===== src/rtl/fu_pkg.sv =====
// Shared types and the ALU datapath function for the FU/CDB block.
package fu_pkg;

    typedef enum logic [3:0] {
        OP_ADD   = 4'd0,
        OP_ADC   = 4'd1,
        OP_SUB   = 4'd2,
        OP_SBC   = 4'd3,
        OP_AND   = 4'd4,
        OP_OR    = 4'd5,
        OP_XOR   = 4'd6,
        OP_SHL   = 4'd7,
        OP_SHR   = 4'd8,
        OP_PASSB = 4'd9
    } fu_op_e;

    localparam int FLG_Z = 0;
    localparam int FLG_N = 1;
    localparam int FLG_C = 2;
    localparam int FLG_V = 3;

    localparam int ROBID_NONE = 0;

    // Queue entries carry the widest supported ROB tag; the top zero-extends.
    localparam int ROBW_MAX = 8;

    typedef struct packed {
        logic [ROBW_MAX-1:0] robid;
        logic [7:0]          val;
        logic [7:0]          flag;
        logic [7:0]          wbs;
    } fu_result_t;

    // Returns {flags, result}. Undefined opcodes fall through to PASS A.
    function automatic logic [15:0] fu_alu(input logic [3:0] op, input logic [7:0] a,
                                           input logic [7:0] b, input logic cin);
        logic [8:0] wide;
        logic [7:0] r;
        logic [7:0] f;
        logic [2:0] sh;
        logic       c;
        logic       v;
        wide = '0;
        r    = a;
        f    = '0;
        sh   = b[2:0];
        c    = 1'b0;
        v    = 1'b0;
        case (op)
            OP_ADD, OP_ADC: begin
                wide = {1'b0, a} + {1'b0, b} + {8'b0, cin & (op == OP_ADC)};
                r    = wide[7:0];
                c    = wide[8];
                v    = (a[7] == b[7]) && (r[7] != a[7]);
            end
            OP_SUB, OP_SBC: begin
                wide = {1'b0, a} - {1'b0, b} - {8'b0, cin & (op == OP_SBC)};
                r    = wide[7:0];
                c    = wide[8];
                v    = (a[7] != b[7]) && (r[7] != a[7]);
            end
            OP_AND:   r = a & b;
            OP_OR:    r = a | b;
            OP_XOR:   r = a ^ b;
            OP_SHL: begin
                wide = {1'b0, a} << sh;
                r    = wide[7:0];
                c    = (sh != 3'd0) & wide[8];
            end
            OP_SHR: begin
                r = a >> sh;
                c = (sh != 3'd0) & a[sh - 3'd1];
            end
            OP_PASSB: r = b;
            default:  r = a;
        endcase
        f[FLG_Z] = (r == 8'd0);
        f[FLG_N] = r[7];
        f[FLG_C] = c;
        f[FLG_V] = v;
        return {f, r};
    endfunction

endpackage


===== src/rtl/fu_result_fifo.sv =====
// In-order result queue; push and pop on the same edge are both honoured, even when full.
module fu_result_fifo
    import fu_pkg::*;
#(
    parameter int DEPTH = 4,
    localparam int PW = $clog2(DEPTH),
    localparam int CW = PW + 1
) (
    input  logic          clk,
    input  logic          rst,
    input  logic          push_i,
    input  fu_result_t    din_i,
    input  logic          pop_i,
    output fu_result_t    head_o,
    output logic [CW-1:0] count_o,
    output logic          empty_o,
    output logic          full_o
);

    fu_result_t    mem_q [DEPTH];
    logic [PW-1:0] wr_q, wr_d;
    logic [PW-1:0] rd_q, rd_d;
    logic [CW-1:0] cnt_q, cnt_d;
    logic          do_push;
    logic          do_pop;

    assign empty_o = (cnt_q == '0);
    assign full_o  = (cnt_q == CW'(DEPTH));
    assign count_o = cnt_q;
    assign head_o  = mem_q[rd_q];
    assign do_pop  = pop_i & ~empty_o;
    assign do_push = push_i & (~full_o | do_pop);

    // Pointer and count next-state; pointers wrap since DEPTH is a power of two.
    always_comb begin
        wr_d  = wr_q + PW'(do_push);
        rd_d  = rd_q + PW'(do_pop);
        cnt_d = cnt_q + CW'(do_push) - CW'(do_pop);
    end

    // Control state register.
    always_ff @(posedge clk) begin
        if (rst) begin
            wr_q  <= '0;
            rd_q  <= '0;
            cnt_q <= '0;
        end else begin
            wr_q  <= wr_d;
            rd_q  <= rd_d;
            cnt_q <= cnt_d;
        end
    end

    // Storage; contents are don't-care while empty so no reset is needed.
    always_ff @(posedge clk) begin
        if (do_push) begin
            mem_q[wr_q] <= din_i;
        end
    end

endmodule


===== src/rtl/fu_alu_cdb.sv =====
// FU end of the RS issue chain: one-stage ALU, result queue, CDB broadcast under grant.
module fu_alu_cdb
    import fu_pkg::*;
#(
    parameter int DEPTH = 4,
    parameter int ROBW  = 4
) (
    input  logic            clk,
    input  logic            rst,
    input  logic            futransmit,
    input  logic [7:0]      operandin,
    input  logic [7:0]      wbsin,
    input  logic [1:0][7:0] depvalsin,
    input  logic [7:0]      flagin,
    input  logic [ROBW-1:0] robidin,
    output logic            fuclaimedout,
    output logic            cdb_req,
    input  logic            cdb_grant,
    output logic            cdb_valid,
    output logic [ROBW-1:0] cdb_robid,
    output logic [7:0]      cdb_val,
    output logic [7:0]      cdb_flag,
    output logic [7:0]      cdb_wbs,
    output logic            err
);

    localparam int CW = $clog2(DEPTH) + 1;

    logic            stage_valid_q, stage_valid_d;
    logic [3:0]      stage_op_q, stage_op_d;
    logic [7:0]      stage_a_q, stage_a_d;
    logic [7:0]      stage_b_q, stage_b_d;
    logic            stage_cin_q, stage_cin_d;
    logic [ROBW-1:0] stage_robid_q, stage_robid_d;
    logic [7:0]      stage_wbs_q, stage_wbs_d;
    logic            err_q, err_d;

    logic [15:0]     alu_out;
    fu_result_t      res;
    fu_result_t      head;
    logic [CW-1:0]   fifo_count;
    logic [CW-1:0]   occupancy;
    logic            fifo_empty;
    logic            fifo_full;
    logic            tag_none;
    logic            accept;
    logic            unused_bits;

    // Room is judged from registered state only; a pop this cycle does not free a slot early.
    assign occupancy    = fifo_count + CW'(stage_valid_q);
    assign fuclaimedout = (occupancy == CW'(DEPTH));
    assign tag_none     = (robidin == ROBW'(ROBID_NONE));
    assign accept       = futransmit & ~fuclaimedout & ~tag_none;

    assign alu_out   = fu_alu(stage_op_q, stage_a_q, stage_b_q, stage_cin_q);
    assign res.robid = ROBW_MAX'(stage_robid_q);
    assign res.val   = alu_out[7:0];
    assign res.flag  = alu_out[15:8];
    assign res.wbs   = stage_wbs_q;

    assign cdb_req   = ~fifo_empty;
    assign cdb_valid = cdb_req & cdb_grant;
    assign cdb_robid = cdb_valid ? head.robid[ROBW-1:0] : '0;
    assign cdb_val   = cdb_valid ? head.val  : '0;
    assign cdb_flag  = cdb_valid ? head.flag : '0;
    assign cdb_wbs   = cdb_valid ? head.wbs  : '0;
    assign err       = err_q;

    assign unused_bits = ^{operandin[7:4], flagin[7:3], flagin[1:0], head.robid, fifo_full};

    // Execute-stage capture and sticky error next-state.
    always_comb begin
        stage_valid_d = accept;
        stage_op_d    = stage_op_q;
        stage_a_d     = stage_a_q;
        stage_b_d     = stage_b_q;
        stage_cin_d   = stage_cin_q;
        stage_robid_d = stage_robid_q;
        stage_wbs_d   = stage_wbs_q;
        if (accept) begin
            stage_op_d    = operandin[3:0];
            stage_a_d     = depvalsin[0];
            stage_b_d     = depvalsin[1];
            stage_cin_d   = flagin[FLG_C];
            stage_robid_d = robidin;
            stage_wbs_d   = wbsin;
        end
        err_d = err_q | (futransmit & (fuclaimedout | tag_none));
    end

    // Execute-stage and error registers.
    always_ff @(posedge clk) begin
        if (rst) begin
            stage_valid_q <= 1'b0;
            stage_op_q    <= '0;
            stage_a_q     <= '0;
            stage_b_q     <= '0;
            stage_cin_q   <= 1'b0;
            stage_robid_q <= '0;
            stage_wbs_q   <= '0;
            err_q         <= 1'b0;
        end else begin
            stage_valid_q <= stage_valid_d;
            stage_op_q    <= stage_op_d;
            stage_a_q     <= stage_a_d;
            stage_b_q     <= stage_b_d;
            stage_cin_q   <= stage_cin_d;
            stage_robid_q <= stage_robid_d;
            stage_wbs_q   <= stage_wbs_d;
            err_q         <= err_d;
        end
    end

    fu_result_fifo #(.DEPTH(DEPTH)) u_fifo (
        .clk     (clk),
        .rst     (rst),
        .push_i  (stage_valid_q),
        .din_i   (res),
        .pop_i   (cdb_valid),
        .head_o  (head),
        .count_o (fifo_count),
        .empty_o (fifo_empty),
        .full_o  (fifo_full)
    );

endmodule

===== config.mk =====
export PLATFORM = sky130hd
export DESIGN_NAME = fu_alu_cdb
export DESIGN_NICKNAME = d
export VERILOG_FILES = /design/src/rtl/fu_pkg.sv /design/src/rtl/fu_result_fifo.sv /design/src/rtl/fu_alu_cdb.sv
export SDC_FILE = /design/constraint.sdc
export NUM_CORES = 1
export LEC_CHECK = 0
export BUFFER_PORTS_ARGS = -buffer_cell sky130_fd_sc_hd__buf_4
export CORE_ASPECT_RATIO = 1.75
export CORE_MARGIN = 4
export CORE_UTILIZATION = 29
export DETAILED_ROUTE_END_ITERATION = 10
export GPL_TIMING_DRIVEN = 0
export PLACE_DENSITY = 0.56
export SLEW_MARGIN = 20
export SYNTH_ARGS = -nofsm -noshare
export SYNTH_HDL_FRONTEND = slang
export SYNTH_SLANG_ARGS = --single-unit

===== constraint.sdc =====
create_clock -name clk -period 4.05 [get_ports clk]
set_input_delay 0.405 -clock clk [delete_from_list [all_inputs] [get_ports clk]]
set_output_delay 0.405 -clock clk [all_outputs]
set_load 0.01 [all_outputs]

# Word-level counts from Yosys, hierarchy flattened

Memories as Yosys holds them, arrays and structs flattened. A register that Yosys moved wholly into a read port is not among the register bits.
Index checks and enable logic that the tools add are counted.

Word-level logic and storage cells: 81
Output and inout port bits: 32
Bits in writable memories: 96
Flip-flop bits (word level): 42
Memories kept: 1
Input bits: 48

Memories:

| memory       | words | width | rd ports | clocked after Yosys merged registers in | wr ports | line                 | RTL |
|---|---|---|---|---|---|---|---|
| u_fifo.mem_q | 4     | 24    | 1        | 1                                       | 1        | fu_result_fifo.sv:20 | `fu_result_t mem_q [DEPTH];` |

$lt $le $gt $ge: 1
Shift operators: 2
Bitwise logic cells: 20
Equal/unequal tests: 15
Add/sub/neg operators: 10
Muxes and demuxes: 12
Reduce and logical (&&, ||, !) cells: 9

Operators with widths:

| cell                                                                         | count |
|---|---|
| 8-bit case mux with 8 select lines                                           | 1 |
| 8-bit 2-to-1 mux                                                             | 3 |
| 4-bit by 3-bit equality test with 1-bit output, second input constant        | 4 |
| 1-bit AND                                                                    | 10 |
| 8-bit by 8-bit adder with 9-bit output                                       | 1 |
| 9-bit by 1-bit adder with 9-bit output                                       | 1 |
| 8-bit by 3-bit << shifter with 9-bit output                                  | 1 |
| 8-bit by 8-bit subtractor with 9-bit output                                  | 1 |
| 9-bit by 1-bit subtractor with 9-bit output                                  | 1 |
| 8-bit AND                                                                    | 1 |
| 4-bit by 2-bit equality test with 1-bit output, second input constant        | 2 |
| 4-bit equality test, second input constant                                   | 2 |
| 4-bit logical NOT                                                            | 2 |
| 8-bit logical NOT                                                            | 1 |
| 8-bit bitwise OR                                                             | 1 |
| 8-bit by 3-bit right shift with 8-bit output                                 | 1 |
| 8-bit XOR                                                                    | 1 |
| 3-bit by 1-bit adder with 3-bit output                                       | 2 |
| 3-bit equality test, second input constant                                   | 2 |
| 2-bit by 1-bit adder with 2-bit output                                       | 2 |
| 4-bit by 1-bit equality test with 1-bit output, second input constant        | 1 |
| 3-bit by 4-bit less-than comparator with 1-bit output, second input constant | 1 |
| 4-bit 2-to-1 mux                                                             | 1 |
| 1-bit NOT                                                                    | 4 |
| 14 further kinds                                                             | 22 |

# Longest topological paths before layout

Gate-level depths: netlist of the first run.

Depth after elaboration: 8
Mapped depth: 14
Gate-level depth less buffers: 13

# Cells and area by module

From an unflattened synthesis of the first run, not the netlist that was laid out.

Cell total of the unflattened synthesis: 699
Area, all modules: 8718.4 sq um

Modules (own cells, without submodules):

| module         | cells each | area an instance (sq um) | instances |
|---|---|---|---|
| fu_result_fifo | 205        | 5059.9                   | 1 |
| fu_alu_cdb     | 494        | 3658.5                   | 1 |

# Least setup slack after synthesis of the first run

No wires, ideal clock.

Kind: register to register
Start point: register stage_op_q[0]
End point: memory u_fifo.mem_q[0][8] (netlist name) (data pin)
Required time: 3.844 ns
Path buffers: 2
Data arrival time: 3.389 ns
Clock period less this slack: 3.595 ns
Stages on the path, launching flop included: 13
Slack: 0.455 ns
Library setup time: 0.206 ns
Path through: dfxtp_1 clkbuf_1 clkbuf_1 nand3_1 fa_1 fa_1 nand3b_1 nand2_1 o21ba_1 a21oi_1 o32a_1 or4_4 nor4_2

Cells in the longest elaborated chain, start to end: 5

Ends and longest elaborated chain:

| what                                                                                                             | line                       | RTL |
|---|---|---|
| start, declared                                                                                                  | fu_alu_cdb.sv:30           | `logic [3:0] stage_op_q, stage_op_d;` |
| start signal, assigned                                                                                           | fu_alu_cdb.sv:104          | `stage_op_q <= stage_op_d;` |
| 4-bit by 2-bit equality test with 1-bit output or 4-bit by 1-bit equality test with 1-bit output (tied branches) | --                         |  |
| 1-bit AND (on tied branches)                                                                                     | fu_pkg.sv:57, fu_pkg.sv:51 |  |
| 9-bit by 1-bit subtractor with 9-bit output or 9-bit by 1-bit adder with 9-bit output (tied branches)            | fu_pkg.sv:57, fu_pkg.sv:51 |  |
| 8-bit case mux with 8 select lines (*)                                                                           | fu_pkg.sv:49               | `case (op)` |
| via alu_out[4]                                                                                                   | fu_alu_cdb.sv:38           | `logic [15:0] alu_out;` |
| 8-bit logical NOT (*)                                                                                            | fu_pkg.sv:77               | `f[FLG_Z] = (r == 8'd0);` |
| via alu_out[8]                                                                                                   | fu_alu_cdb.sv:38           |  |
| end, declared                                                                                                    | fu_result_fifo.sv:20       |  |

Mark *: on every way through the listed nets, which the timed path passes. The rest lies on a longest branch.

# Worst setup path in the final report of the first run

Start point: register stage_op_q[3]
End point: memory u_fifo.mem_q[0][8] (netlist name) (data pin)

The elaborated chain is that of the path after synthesis.

==> impl_metrics.py, run 1 <==
metrics = {
    "final_layout": {
        "final_area_um2": 8947,
        "drive_gt1_share_pct": 22.43,
        "area_delta_synth_final_pct": 23.14,
        "finalNonFillerCells": 1061,
        "diodes": 0,
        "fin_nets": 828,
    },
    "logic_synthesis": {
        "postSynthCellCount": 644,
        "synth_edf_count": 92,
        "syn-cell-area_um2": 7266,
        "async_reset_ff_share_pct": 0,
        "ys_seq_area_share_pct": 49.60,
        "synth-seq-cells": 134,
        "synth.avg_cell_area_um2": 11.28,
        "ys_warn_count": 0,
        "synth_area_leader_cell": "edfxtp_1",
        "yosys.area.top_type_share_pct": 38.02,
        "synthDistinctLibCells": 62,
        "synth_ff_type": "edfxtp_1",
        "ys_top_cells_by_area": "edfxtp_1 38%, dfxtp_1 12%, mux4_2 9.3%",
    },
    "routing": {
        "route.detailed.drc": 0,
        "vias": 5420,
        "vias_per_cell": 5.108,
        "dr.pass1.iters": 5,
        "routed_wl_um": 20690,
        "routedWlPerCell_um": 19.50,
        "postRouteAntennaNets": 0,
        "drt_iter0_drc": 417,
    },
    "sta": {
        "setup_tns_ps": 0,
        "skew_ps": 12.18,
        "rsz0062_at_grt": "false",
        "fmax_mhz": 256.6,
        "slew_headroom_pct": 39.00,
        "period_needed_ps": 3898,
        "maxSlewViolCount": 0,
        "setup_viol": 0,
        "post-route-period-util_pct": 96.24,
        "hold_viol": 0,
        "worst_pin_slew_ps": 914.9,
    },
    "place": {
        "routabilityCongestion": 0.8697,
        "dpl_cell_area_um2": 8228,
        "dp_cells": 1029,
        "hpwlAfterDp_um": 15780,
        "port_buffers": 63,
    },
    "clocking": {
        "cts_made_buffers": 17,
        "htreeDepth": 4,
        "path_clk_slew_ps": 70,
        "cts_sinks": 134,
        "clock_latency_ps": 420,
        "cts_buffer_depth": 2,
        "tritoncts": "yes",
        "cts_root_buffer": "clkbuf_16",
    },
    "worst_setup_path": {
        "crit_path_end": "u_fifo.mem_q[0][8]",
        "cpPeakStageDelay_ps": 580,
        "endpoint_kind": "register",
        "cp_max_fo": 7,
        "path_common_cell": "fa_1",
        "ff2ff_path_depth": 12,
        "cp_data_arrival_time_ps": 4110,
        "rrSetupSlack_ps": 150,
        "cp_top_family": "simple AND/OR/NAND/NOR gates",
        "path_depth": 12,
        "path_class": "reg -> reg",
        "slowest_stage": "or4_4",
        "worstReg2RegEnd": "u_fifo.mem_q[0][8]",
        "path_cells": "nor2_2, and2_2, nand3_1, fa_1, fa_1, o21ai_1, nand2b_1, xnor2_1, o211ai_1, o32a_1, or4_4, nor4_4",
        "setup.worst_path.start_class": "register",
        "rr_startpoint": "stage_op_q[3]",
        "worstPathRequired_ps": 4260,
        "critPathLaunch": "stage_op_q[3]",
        "critPathBufInv": 0,
    },
    "power": {
        "power.total_mw": 5.014,
        "power.leakage_nw": 3.394,
        "power.density_nw_per_um2": 560.4,
        "peakVddDrop_mv": 0.2895,
    },
    "status": {
        "status": "finished clean",
    },
    "min_path": {
        "hp-class": "in -> reg",
        "hp-start": "futransmit",
    },
    "grt": {
        "grt_usage_pct": 15.09,
        "grt_first_pass_wirelength_um": 31710,
        "globalRouteOverflowTotal": 0,
        "grt_max_degree": 24,
        "grt_pass1_vias": 5488,
        "antenna_found_initial": 0,
    },
    "floorplanning": {
        "dieArea_um2": 27750,
        "start_util_pct": 29.50,
        "io_pins": 80,
        "die_h_um": 217.4,
        "die_w_um": 127.7,
        "num_rows": 76,
        "core_region_area_um2": 24630,
    },
    "job": {
        "maxCapViolations": 0,
    },
}
[registers in the layout, summed over array words and instances (netlist names)]
name,flops
u_fifo.mem_q,92
stage_a_q,8
err,1
u_fifo.count_o,3
stage_b_q,8
stage_cin_q,1
stage_wbs_q,8
u_fifo.wr_q,2
stage_robid_q,4
stage_valid_q,1
stage_op_q,4
u_fifo.rd_q,2
[worst min-delay path, cell delays in order]
cell and delay (ps):
buf_4 90, a21oi_1 50, nor2_1 70
[Yosys cell counts (2+ instances only)]
cell type,count
fa_1,5
a221oi_1,3
nand2_1,88
inv_1,32
xor2_1,4
o21ai_1,3
nor2b_1,6
o21ai_0,11
nand2b_1,2
or3_1,6
a22oi_1,6
nand3_1,8
ha_1,39
nor4bb_1,2
nand4_1,2
a211oi_1,6
edfxtp_1,92
o32a_1,2
nor3_1,12
a21oi_1,51
clkbuf_1,34
mux4_1,2
buf_2,10
o22ai_1,8
a22o_1,2
nor4_1,3
o211ai_1,5
mux2i_1,13
and3_1,24
nor2_1,33
a31oi_1,5
nand4b_1,2
buf_4,5
mux4_2,30
buf_1,3
a21o_1,5
xnor2_1,12
and2_1,3
dfxtp_1,42
[timing repair]
item | in CTS | in global routing
hold buffers | 0 | 0
setup endpoints to repair | 8 | 8
pin swaps | 0 | 1
buffers inserted | 0 | 2
gates resized for setup | 7 | 7
[cells by family (layout without fill, tap and decap cells)]
group / count (synthesis) / count (layout) / share of synthesized area [%]
simple gates: 198 / 198 / 13.04
mux: 45 / 45 / 11.81
other cells: 1 / 4 / 0.05161
xor+xnor: 16 / 16 / 1.929
compound gates: 122 / 122 / 10.71
buf+inv: 84 / 186 / 4.770
fa+ha+maj: 44 / 44 / 8.094
flops: 134 / 134 / 49.60
[power breakdown]
part	internal [mW]	total, mW	switching (mW)	leakage [nW]
Clock	1.01	1.68	0.673	0.320
Sequential	1.64	1.74	0.101	1.20
Combinational	0.702	1.59	0.892	1.88
[per-stage QoR]
stage          utilization [%]  setup WS, ps  hold slack, ps
2_1_floorplan                -         454.6           449.8
3_3_place_gp             33.05        -517.2           453.0
3_5_place_dp             33.41        -499.9           464.5
4_1_cts                  36.17         8.185           217.6
5_1_grt                  36.33         2.547           218.6
6_report                 36.33         152.2           228.4
[layout make-up]
type                            count  area, um^2
Multi-Input combinational cell    429        3393
Inverter                           32       120.1
Fill cell                        2439       15680
Clock inverter                     15       232.7
Buffer                             50       222.7
Tap cell                          312       390.4
Timing Repair Buffer               72       556.8
Clock buffer                       17       425.4
Sequential cell                   134        3606
[layout by cell type (no fill, tap or decap), types with 5 or more instances in the layout]
cell type,n
a211oi_1,5
dfxtp_1,40
buf_4,76
xnor2_1,12
nand3_1,8
fa_1,5
nor3_1,10
ha_1,39
mux2i_1,13
nor2b_1,6
buf_2,9
and3_1,23
o22ai_1,8
mux4_2,30
nor2_1,31
a21o_1,5
a21oi_1,51
or3_1,6
inv_1,32
clkbuf_1,31
nand2_1,88
o21ai_0,10
o211ai_1,5
clkbuf_16,17
a22oi_1,6
edfxtp_1,92
[layer usage]
layer  routed length, um  vias to the layer above  GRT usage, %
li1                    -                     2551             -
met1                7611                     2648         16.04
met2               11400                      166         28.35
met3                 746                       55         2.161
met4                 930                        0         7.826
met5                   0                        -             0
[how the worst min path moves through the flow]
stage / to / slack [ps] / cells past startpoint
finish: err / 230 / 3
detailed placement: err / 460 / 2
global route: stage_a_q[1] / 220 / 3
global placement: err / 450 / 2
floorplan: stage_cin_q / 450 / 2
CTS: stage_a_q[1] / 220 / 3
Note: power is estimated with default switching activity, not from simulation.
==> run 2: changes to the inputs <==
- CELL_PAD_IN_SITES_DETAIL_PLACEMENT: default -> 0
- CELL_PAD_IN_SITES_GLOBAL_PLACEMENT: default -> 1
- PLACE_DENSITY: 0.56 -> 0.65
==> impl_metrics.py, run 2 (synthesis gave the netlist of run 1 again) <==
metrics = {
    "final_layout": {
        "drive_gt1_share_pct": 22.33,
        "diodes": 0,
        "mostFrequentLayoutCell": "edfxtp_1",
        "final_area_um2": 8899,
        "area_delta_synth_final_pct": 22.47,
        "layout_common_cells": "92 x edfxtp_1, 87 x nand2_1, 76 x buf_4, 51 x a21oi_1, 40 x dfxtp_1",
        "fin_nets": 827,
        "nFillCells": 2465,
        "largest-register": "u_fifo.mem_q",
        "finalNonFillerCells": 1060,
        "largest_reg_flops": 92,
    },
    "floorplanning": {
        "die_w_um": 127.7,
        "num_rows": 76,
        "io_pins": 80,
        "core_region_area_um2": 24630,
        "die_h_um": 217.4,
        "dieArea_um2": 27750,
        "start_util_pct": 29.50,
    },
    "worst_setup_path": {
        "rr_startpoint": "stage_op_q[3]",
        "path_class": "reg -> reg",
        "worstPathRequired_ps": 4250,
        "cpPeakStageDelay_ps": 590,
        "critPathLaunch": "stage_op_q[3]",
        "slowest_stage": "or4_4",
        "cp_data_arrival_time_ps": 4080,
        "path_cells": "buf_4, nor3_4, nand3_1, fa_1, fa_1, nand3b_1, nand2_2, o21ba_1, a21oi_1, o32a_1, or4_4, nor4_4",
        "endpoint_kind": "register",
        "setup.worst_path.start_class": "register",
        "path_common_cell": "fa_1",
        "cp_max_fo": 10,
    },
    "routing": {
        "dr.pass1.iters": 5,
        "postRouteAntennaNets": 0,
        "routed.top_layer": "met4",
        "routed_wl_um": 21130,
        "wl_met3_um": 793,
        "vias_per_cell": 5.156,
        "drt_iter0_drc": 273,
        "routedWlPerCell_um": 19.93,
        "wl_met1_um": 7606,
        "route.detailed.drc": 0,
        "vias": 5465,
        "met2_length_um": 11680,
    },
    "power": {
        "power.leakage_nw": 3.361,
        "power.density_nw_per_um2": 549.0,
        "peakVddDrop_mv": 0.2899,
    },
    "clocking": {
        "clock_latency_ps": 410,
        "cts_buffer_depth": 2,
        "cts_made_buffers": 17,
        "cts_sinks": 134,
        "tritoncts": "yes",
        "path_clk_slew_ps": 60,
        "htreeDepth": 4,
        "cts_root_buffer": "clkbuf_16",
    },
    "job": {
        "maxCapViolations": 0,
    },
    "sta": {
        "setup_viol": 0,
        "hold_viol": 0,
        "post-route-period-util_pct": 95.83,
        "worst_pin_slew_ps": 957.3,
        "period_needed_ps": 3881,
        "skew_ps": 7.639,
        "maxSlewViolCount": 0,
        "rsz0062_at_grt": "false",
        "holdWs_ps": 242.7,
        "fmax_mhz": 257.7,
        "setup_tns_ps": 0,
        "slew_headroom_pct": 36.18,
    },
    "grt": {
        "grt_pass1_vias": 5663,
        "grt_first_pass_wirelength_um": 32530,
        "grt_usage_pct": 15.44,
        "antenna_found_initial": 0,
        "grt_max_degree": 24,
        "globalRouteOverflowTotal": 0,
    },
    "min_path": {
        "hp-class": "in -> reg",
        "hp-start": "futransmit",
    },
    "place": {
        "port_buffers": 63,
        "dp_cells": 1029,
        "hpwlAfterDp_um": 16370,
        "routabilityCongestion": 0.9193,
        "dpl_cell_area_um2": 8235,
    },
    "status": {
        "status": "finished clean",
    },
}
[run 2: timing repair]
| action | in CTS | in global routing |
|---|---|---|
| pin swaps | 0 | 1 |
| buffers inserted | 0 | 1 |
| gates resized for setup | 5 | 15 |
| setup endpoints to repair | 8 | 8 |
| hold buffers | 0 | 0 |
[run 2: cell type report]
type	instances	area, um^2	share of cell area, %
Buffer	50	226.5	2.545
Sequential cell	134	3606	40.52
Clock inverter	12	153.9	1.729
Inverter	32	120.1	1.350
Tap cell	312	390.4	4.387
Timing Repair Buffer	71	556.8	6.257
Clock buffer	20	446.7	5.020
Multi-Input combinational cell	429	3398	38.19
[run 2: worst paths after layout]
check	to	slack, ps	cells past startpoint
max	u_fifo.mem_q[3][8]	170	12
min	err	240	3
max reg2reg	u_fifo.mem_q[3][8]	170	12
min reg2reg	err	470	2
[run 2: report_power, final]
| part | switching, mW | internal [mW] |
|---|---|---|
| registers | 0.102 | 1.64 |
| clock network | 0.560 | 0.984 |
| logic | 0.900 | 0.702 |
[run 2: routing by layer]
layer  global-route usage, %  vias to the layer above
li1                        -                     2559
met1                   15.73                     2676
met2                   29.30                      175
met3                   2.456                       55
met4                   8.569                        0
met5                       0                        -
[run 2: critical path, delay by kind of cell, from the launching register on]
| family | cells | cell delay, ps |
|---|---|---|
| buffers and inverters | 1 | 240 |
| AND/OR/NAND/NOR | 6 | 1560 |
| adder cells (fa/ha/maj) | 2 | 840 |
| flip-flops | 1 | 400 |
| AO/OA/AOI/OAI | 3 | 620 |
[run 2: metrics by stage]
stage | worst slack, ps | util [%] | power, mW
after floorplan | 454.6 | - | 2.774
after CTS | 36.36 | 35.94 | 4.914
after detailed placement | -365.0 | 33.44 | 3.355
final | 168.9 | 36.13 | 4.885
after global routing | 13.45 | 36.13 | 5.144
after global placement | -399.3 | 33.05 | 3.327
